<file path="config.mk">
export PLATFORM = sky130hd
export DESIGN_NAME = mem_access_unit
export DESIGN_NICKNAME = d
export VERILOG_FILES = /design/src/rtl/mem_access_unit.sv
export SDC_FILE = /design/constraint.sdc
export NUM_CORES = 1
export LEC_CHECK = 0
export ABC_CLOCK_PERIOD_IN_PS = 2500
export CAP_MARGIN = 10
export CORE_ASPECT_RATIO = 2
export CORE_MARGIN = 2
export CORE_UTILIZATION = 35
export CTS_CLUSTER_DIAMETER = 80
export DETAILED_ROUTE_END_ITERATION = 7
export PLACE_DENSITY = 0.65
export SETUP_SLACK_MARGIN = 0.4
export SLEW_MARGIN = 10
export SYNTH_ARGS = -nofsm -noshare
export SYNTH_HDL_FRONTEND = slang
export SYNTH_SLANG_ARGS = --single-unit
</file>
<file path="constraint.sdc">
create_clock -name clk -period 2.5 [get_ports clk]
set_clock_uncertainty 0.1 [all_clocks]
set_input_delay 0.5 -clock clk [delete_from_list [all_inputs] [get_ports clk]]
set_output_delay 0.5 -clock clk [all_outputs]
set_load 0.01 [all_outputs]
</file>
<file path="src/rtl/mem_access_unit.sv">
// Load/store unit between a CPU request channel and a single-port word memory.
// Sub-word stores are read-modify-write; the memory read bus is byte-reversed.
module mem_access_unit #(
    parameter int MEM_WORDS = 128
) (
    input  logic        clk,
    input  logic        rst,
    input  logic        reqValid,
    output logic        reqReady,
    input  logic        reqWrite,
    input  logic [1:0]  reqSize,
    input  logic        reqSigned,
    input  logic [31:0] reqAddr,
    input  logic [31:0] reqData,
    output logic        respValid,
    input  logic        respReady,
    output logic [31:0] respData,
    output logic        respErr,
    output logic        memREn,
    output logic        memWEn,
    output logic [31:0] memAddr,
    output logic [31:0] memDataOut,
    input  logic [31:0] memDataIn,
    output logic [1:0]  dbgState
);

    // Handshakes: a request transfers on a posedge where reqValid && reqReady;
    // a response transfers on a posedge where respValid && respReady. Once
    // raised, respValid/respData/respErr hold until that transfer.

    typedef enum logic [1:0] {
        IDLE = 2'd0,
        RD   = 2'd1,
        WR   = 2'd2,
        RESP = 2'd3
    } state_t;

    localparam logic [1:0]  SIZE_BYTE = 2'b00;
    localparam logic [1:0]  SIZE_HALF = 2'b01;
    localparam logic [1:0]  SIZE_WORD = 2'b10;
    localparam logic [31:0] WORD_LIMIT = 32'(MEM_WORDS);

    state_t      state;
    state_t      state_n;

    logic        lat_write;
    logic [1:0]  lat_size;
    logic        lat_signed;
    logic [31:0] lat_addr;
    logic [31:0] lat_data;
    logic        err_q;
    logic [31:0] raw_q;

    logic        accept;
    logic        size_err;
    logic        range_err;
    logic        req_err;
    logic [7:0]  byte_sel;
    logic [15:0] half_sel;
    logic [31:0] load_val;
    logic [31:0] merged;

    function automatic logic [31:0] byte_rev(input logic [31:0] w);
        return {w[7:0], w[15:8], w[23:16], w[31:24]};
    endfunction

    assign accept   = (state == IDLE) && reqValid;
    assign dbgState = state;

    // Request checks are evaluated on the live inputs at the acceptance edge.
    always_comb begin
        size_err  = (reqSize == 2'b11)
                  || ((reqSize == SIZE_HALF) && reqAddr[0])
                  || ((reqSize == SIZE_WORD) && (reqAddr[1:0] != 2'b00));
        range_err = ({2'b00, reqAddr[31:2]} >= WORD_LIMIT);
        req_err   = size_err || range_err;
    end

    always_comb begin
        state_n = state;
        case (state)
            IDLE: begin
                if (reqValid) begin
                    if (req_err)
                        state_n = RESP;
                    else if (!reqWrite)
                        state_n = RD;
                    else if (reqSize == SIZE_WORD)
                        state_n = WR;
                    else
                        state_n = RD;
                end
            end
            RD:      state_n = lat_write ? WR : RESP;
            WR:      state_n = RESP;
            RESP:    state_n = respReady ? IDLE : RESP;
            default: state_n = IDLE;
        endcase
    end

    always_ff @(posedge clk) begin
        if (rst) begin
            state      <= IDLE;
            lat_write  <= 1'b0;
            lat_size   <= 2'b00;
            lat_signed <= 1'b0;
            lat_addr   <= 32'h0;
            lat_data   <= 32'h0;
            err_q      <= 1'b0;
            raw_q      <= 32'h0;
        end else begin
            state <= state_n;
            if (accept) begin
                lat_write  <= reqWrite;
                lat_size   <= reqSize;
                lat_signed <= reqSigned;
                lat_addr   <= reqAddr;
                lat_data   <= reqData;
                err_q      <= req_err;
            end
            if (state == RD)
                raw_q <= byte_rev(memDataIn);
        end
    end

    // Little-endian lane selection from the un-reversed word.
    always_comb begin
        byte_sel = 8'h00;
        case (lat_addr[1:0])
            2'd0:    byte_sel = raw_q[7:0];
            2'd1:    byte_sel = raw_q[15:8];
            2'd2:    byte_sel = raw_q[23:16];
            default: byte_sel = raw_q[31:24];
        endcase
        half_sel = lat_addr[1] ? raw_q[31:16] : raw_q[15:0];
    end

    always_comb begin
        load_val = raw_q;
        case (lat_size)
            SIZE_BYTE: load_val = lat_signed ? {{24{byte_sel[7]}}, byte_sel}
                                             : {24'h0, byte_sel};
            SIZE_HALF: load_val = lat_signed ? {{16{half_sel[15]}}, half_sel}
                                             : {16'h0, half_sel};
            default:   load_val = raw_q;
        endcase
    end

    always_comb begin
        merged = raw_q;
        case (lat_size)
            SIZE_BYTE: begin
                case (lat_addr[1:0])
                    2'd0:    merged[7:0]   = lat_data[7:0];
                    2'd1:    merged[15:8]  = lat_data[7:0];
                    2'd2:    merged[23:16] = lat_data[7:0];
                    default: merged[31:24] = lat_data[7:0];
                endcase
            end
            SIZE_HALF: begin
                if (lat_addr[1])
                    merged[31:16] = lat_data[15:0];
                else
                    merged[15:0]  = lat_data[15:0];
            end
            default: merged = lat_data;
        endcase
    end

    // Write enable is gated by rst so an edge with reset asserted never stores.
    always_comb begin
        reqReady   = (state == IDLE);
        respValid  = (state == RESP);
        respErr    = (state == RESP) && err_q;
        respData   = ((state == RESP) && !err_q && !lat_write) ? load_val : 32'h0;
        memREn     = (state == RD);
        memWEn     = (state == WR) && !rst;
        memAddr    = ((state == RD) || (state == WR)) ? {2'b00, lat_addr[31:2]} : 32'h0;
        memDataOut = (state == WR) ? merged : 32'h0;
    end

endmodule

</file>
==> impl_metrics.toml <==
[hold_path]
min_to = "lat_addr[6]$_SDFFE_PP0P_"
worstHoldStart = "lat_addr[6]$_SDFFE_PP0P_"
hold_depth = 2
holdCritPathClass = "reg -> reg"

[placement]
placed_cell_area_um2 = 8225
dpl.hpwl_mm = 16.08
gp_congestion = 0.9087
numPortBuffers = 204

[logic_synthesis]
yosysTopAreaCellShare_pct = 36.28
synth-edff-count = 0
syn-cell-area_um2 = 5683
ys_top_cells_by_count = "nand2_1 (219), dfxtp_1 (103), a21oi_1 (102)"
ys_seq_area_share_pct = 36.28
avgSynthCellArea_um2 = 7.478
async_flop_share_pct = 0
synthCells = 760
synth_most_common_cell = "nand2_1"
synth-seq-cells = 103
yosys.area.top_type = "dfxtp_1"
synth-main-ff-cell = "dfxtp_1"
synth.area.top_cells = "dfxtp_1 (36%), nand2_1 (14%), a21oi_1 (9.0%)"
synth_warnings = 0
synth_cell_type_count = 47

[global_routing]
grtUsageMet3_pct = 4.742
grt_usage_pct = 26.73
top_usage_layer = "met2"
antenna_found_initial = 2
gr-usage-met2_pct = 50.29
grtUsageMet1_pct = 25.62
grt_pass1_vias = 6553
gr-total-overflow = 0
grt_start_max_net_pins = 104
grt_pass1_wl_mm = 35.05

[timing]
fin_ws_ns = -0.08638
setup_viol = 25
worstMarginPinSlew_ns = 0.6334
slew_viol_final = 0
rsz0062_at_grt = "yes"
finalHoldViolCount = 0
fmax_mhz = 386.6
slew_headroom_pct = 57.77
min_period_over_period_pct = 103.5
fin_crit_ns = 2.586
whs_ns = 0.3492

[clocking]
clock_latency_ns = 0.36
clk_pin_slew_ns = 0.07
ctsRootBufferMaster = "clkbuf_16"
cts_tree = "done"
cts.htree.levels = 3
clock-sinks = 103
clock_path_buffers = 2
cts_buffers = 9

[floorplan]
initial_core_util_pct = 35.83
fp.dieW_um = 94.10
die-area_um2 = 17330
die_h_um = 184.2
rows = 65
ios = 207
core_area_um2 = 15860

[power_and_ir_drop]
seqPwrFrac_pct = 27.0
powerDensity_nw_per_um2 = 871.7
power_mw = 8.867
leakagePower_nw = 4.176
combPwrFrac_pct = 56.3
vdd_drop_max_uv = 698.8
sw_frac_of_total_pct = 38.28
p_clk_share_pct = 16.7
p_sw_mw = 3.394
intPower_mw = 5.473

[detailed_routing]
vias = 6692
first_pass_iters = 5
wire_per_inst_um = 19.98
vias_per_cell = 5.379
drt_wl_total_mm = 24.86
drc_errors = 0
ant_nets = 0
drt-initial-drc-count = 320

[status]
violations = "setup timing"
status = "finished with violations"

[critical_path]
end_kind = "output port"
r2r-start = "dbgState[1]$_SDFFE_PP0P_"
reg2reg_setup_slack_ns = 0.67
worst_ep_arrival_time_ns = 1.99
reg2reg_to = "dbgState[0]$_SDFFE_PP0P_"
worst_setup_path_start_kind = "flop"
critPathRequiredTime_ns = 1.90
path_class = "reg -> out"
critical_path.max_fanout = 6
reg2reg_depth = 7

[finish]
fin_area_um2 = 10170
syn_to_final_growth_pct = 79.00
layout.nets = 1144
nFillCells = 1352
drive_gt1_share_pct = 39.00

[flow_run]
drv_cap = 0
-- stage by stage --
step / std cells / setup slack [ns] / util, % / setup TNS (ns)
final: 1244 / -0.08638 / 64.14 / -0.8878
after floorplan: 761 / 0.4518 / - / 0
after global routing: 1244 / -0.1317 / 64.14 / -2.734
after CTS: 1221 / -0.04467 / 59.79 / -0.1931
after global placement: 1157 / -0.1480 / 51.87 / -0.9420
after detailed placement: 1157 / -0.1393 / 51.87 / -1.472
-- cell type report --
type                            count  area (µm²)  share of cell area [%]
Timing Repair Buffer              326        3339                   32.83
Inverter                            8       37.54                  0.3690
Sequential cell                   103        2085                   20.49
Clock inverter                      5       56.30                  0.5535
Multi-Input combinational cell    588        4145                   40.75
Tap cell                          201       251.5                   2.472
Antenna cell                        2       5.005                 0.04920
Clock buffer                       11       252.7                   2.485
-- per-layer routing --
metal	up-vias	wire length, µm
li1	3148	-
met1	3183	7996
met2	276	13690
met3	85	1378
met4	0	1797
met5	-	0
-- sequential cells by signal (all words and copies together) (netlist names) --
register and cells:
dbgState 2, err_q 1, lat_addr 32, lat_data 32, lat_signed 1, lat_size 2
lat_write 1, raw_q 32
-- logic make-up after synthesis --
| group | Yosys count | share of synthesized area, % |
|---|---|---|
| flip-flops | 103 | 36.28 |
| other | 1 | 0.06599 |
| multiplexers | 49 | 9.049 |
| AND/OR/NAND/NOR | 343 | 26.51 |
| adder cells (fa/ha/maj) | 4 | 0.8807 |
| buffers and inverters | 71 | 5.878 |
| AO/OA/AOI/OAI | 189 | 21.33 |
-- power groups by stage --
stage / registers [mW] / clock network [mW] / logic [mW]
after global placement: 2.32 / 0 / 3.27
final: 2.39 / 1.48 / 4.99
after floorplan: 2.22 / 0 / 1.87
after global routing: 2.42 / 1.59 / 5.28
after detailed placement: 2.33 / 0 / 3.28
after CTS: 2.35 / 1.51 / 4.50
-- cell usage in the layout, fill, tap and decap left out, types with 10 or more instances in the layout --
cell type / instances
clkdlybuf4s50_1: 104
buf_2: 45
nor2_1: 34
dfxtp_1: 95
and2_1: 11
nand2_4: 29
buf_4: 54
clkbuf_16: 10
buf_6: 92
nand2_1: 182
mux2i_1: 40
buf_12: 19
o21ai_0: 14
a21oi_1: 82
a21oi_2: 17
and2_4: 29
-- how the worst max path moves through the flow --
stage                endpoint                startpoint
4_1_cts          respData[14]  lat_addr[1]$_SDFFE_PP0P_
6_report         respData[14]  lat_addr[1]$_SDFFE_PP0P_
5_1_grt        memDataOut[10]  lat_addr[1]$_SDFFE_PP0P_
3_5_place_dp    memDataOut[7]  lat_addr[0]$_SDFFE_PP0P_
2_1_floorplan    respData[28]  dbgState[1]$_SDFFE_PP0P_
3_3_place_gp    memDataOut[7]  lat_addr[0]$_SDFFE_PP0P_
-- worst max-delay path, cell delays in order (launching register included) --
cell and delay (ns):
dfxtp_4 0.37, buf_12 0.15, mux2i_4 0.20, mux2i_4 0.18, a31oi_4 0.15, buf_6 0.15, a221oi_4 0.23, buf_2 0.18
-- repair_timing --
| action | in CTS | in global routing |
|---|---|---|
| pin swaps | 65 | 71 |
| setup buffers | 41 | 19 |
| hold buffers | 0 | 0 |
| gates cloned | 7 | 2 |
| gates resized for setup | 604 | 118 |
| endpoints found under the setup margin | 98 | 95 |
Note: power is estimated with default switching activity, not from simulation.
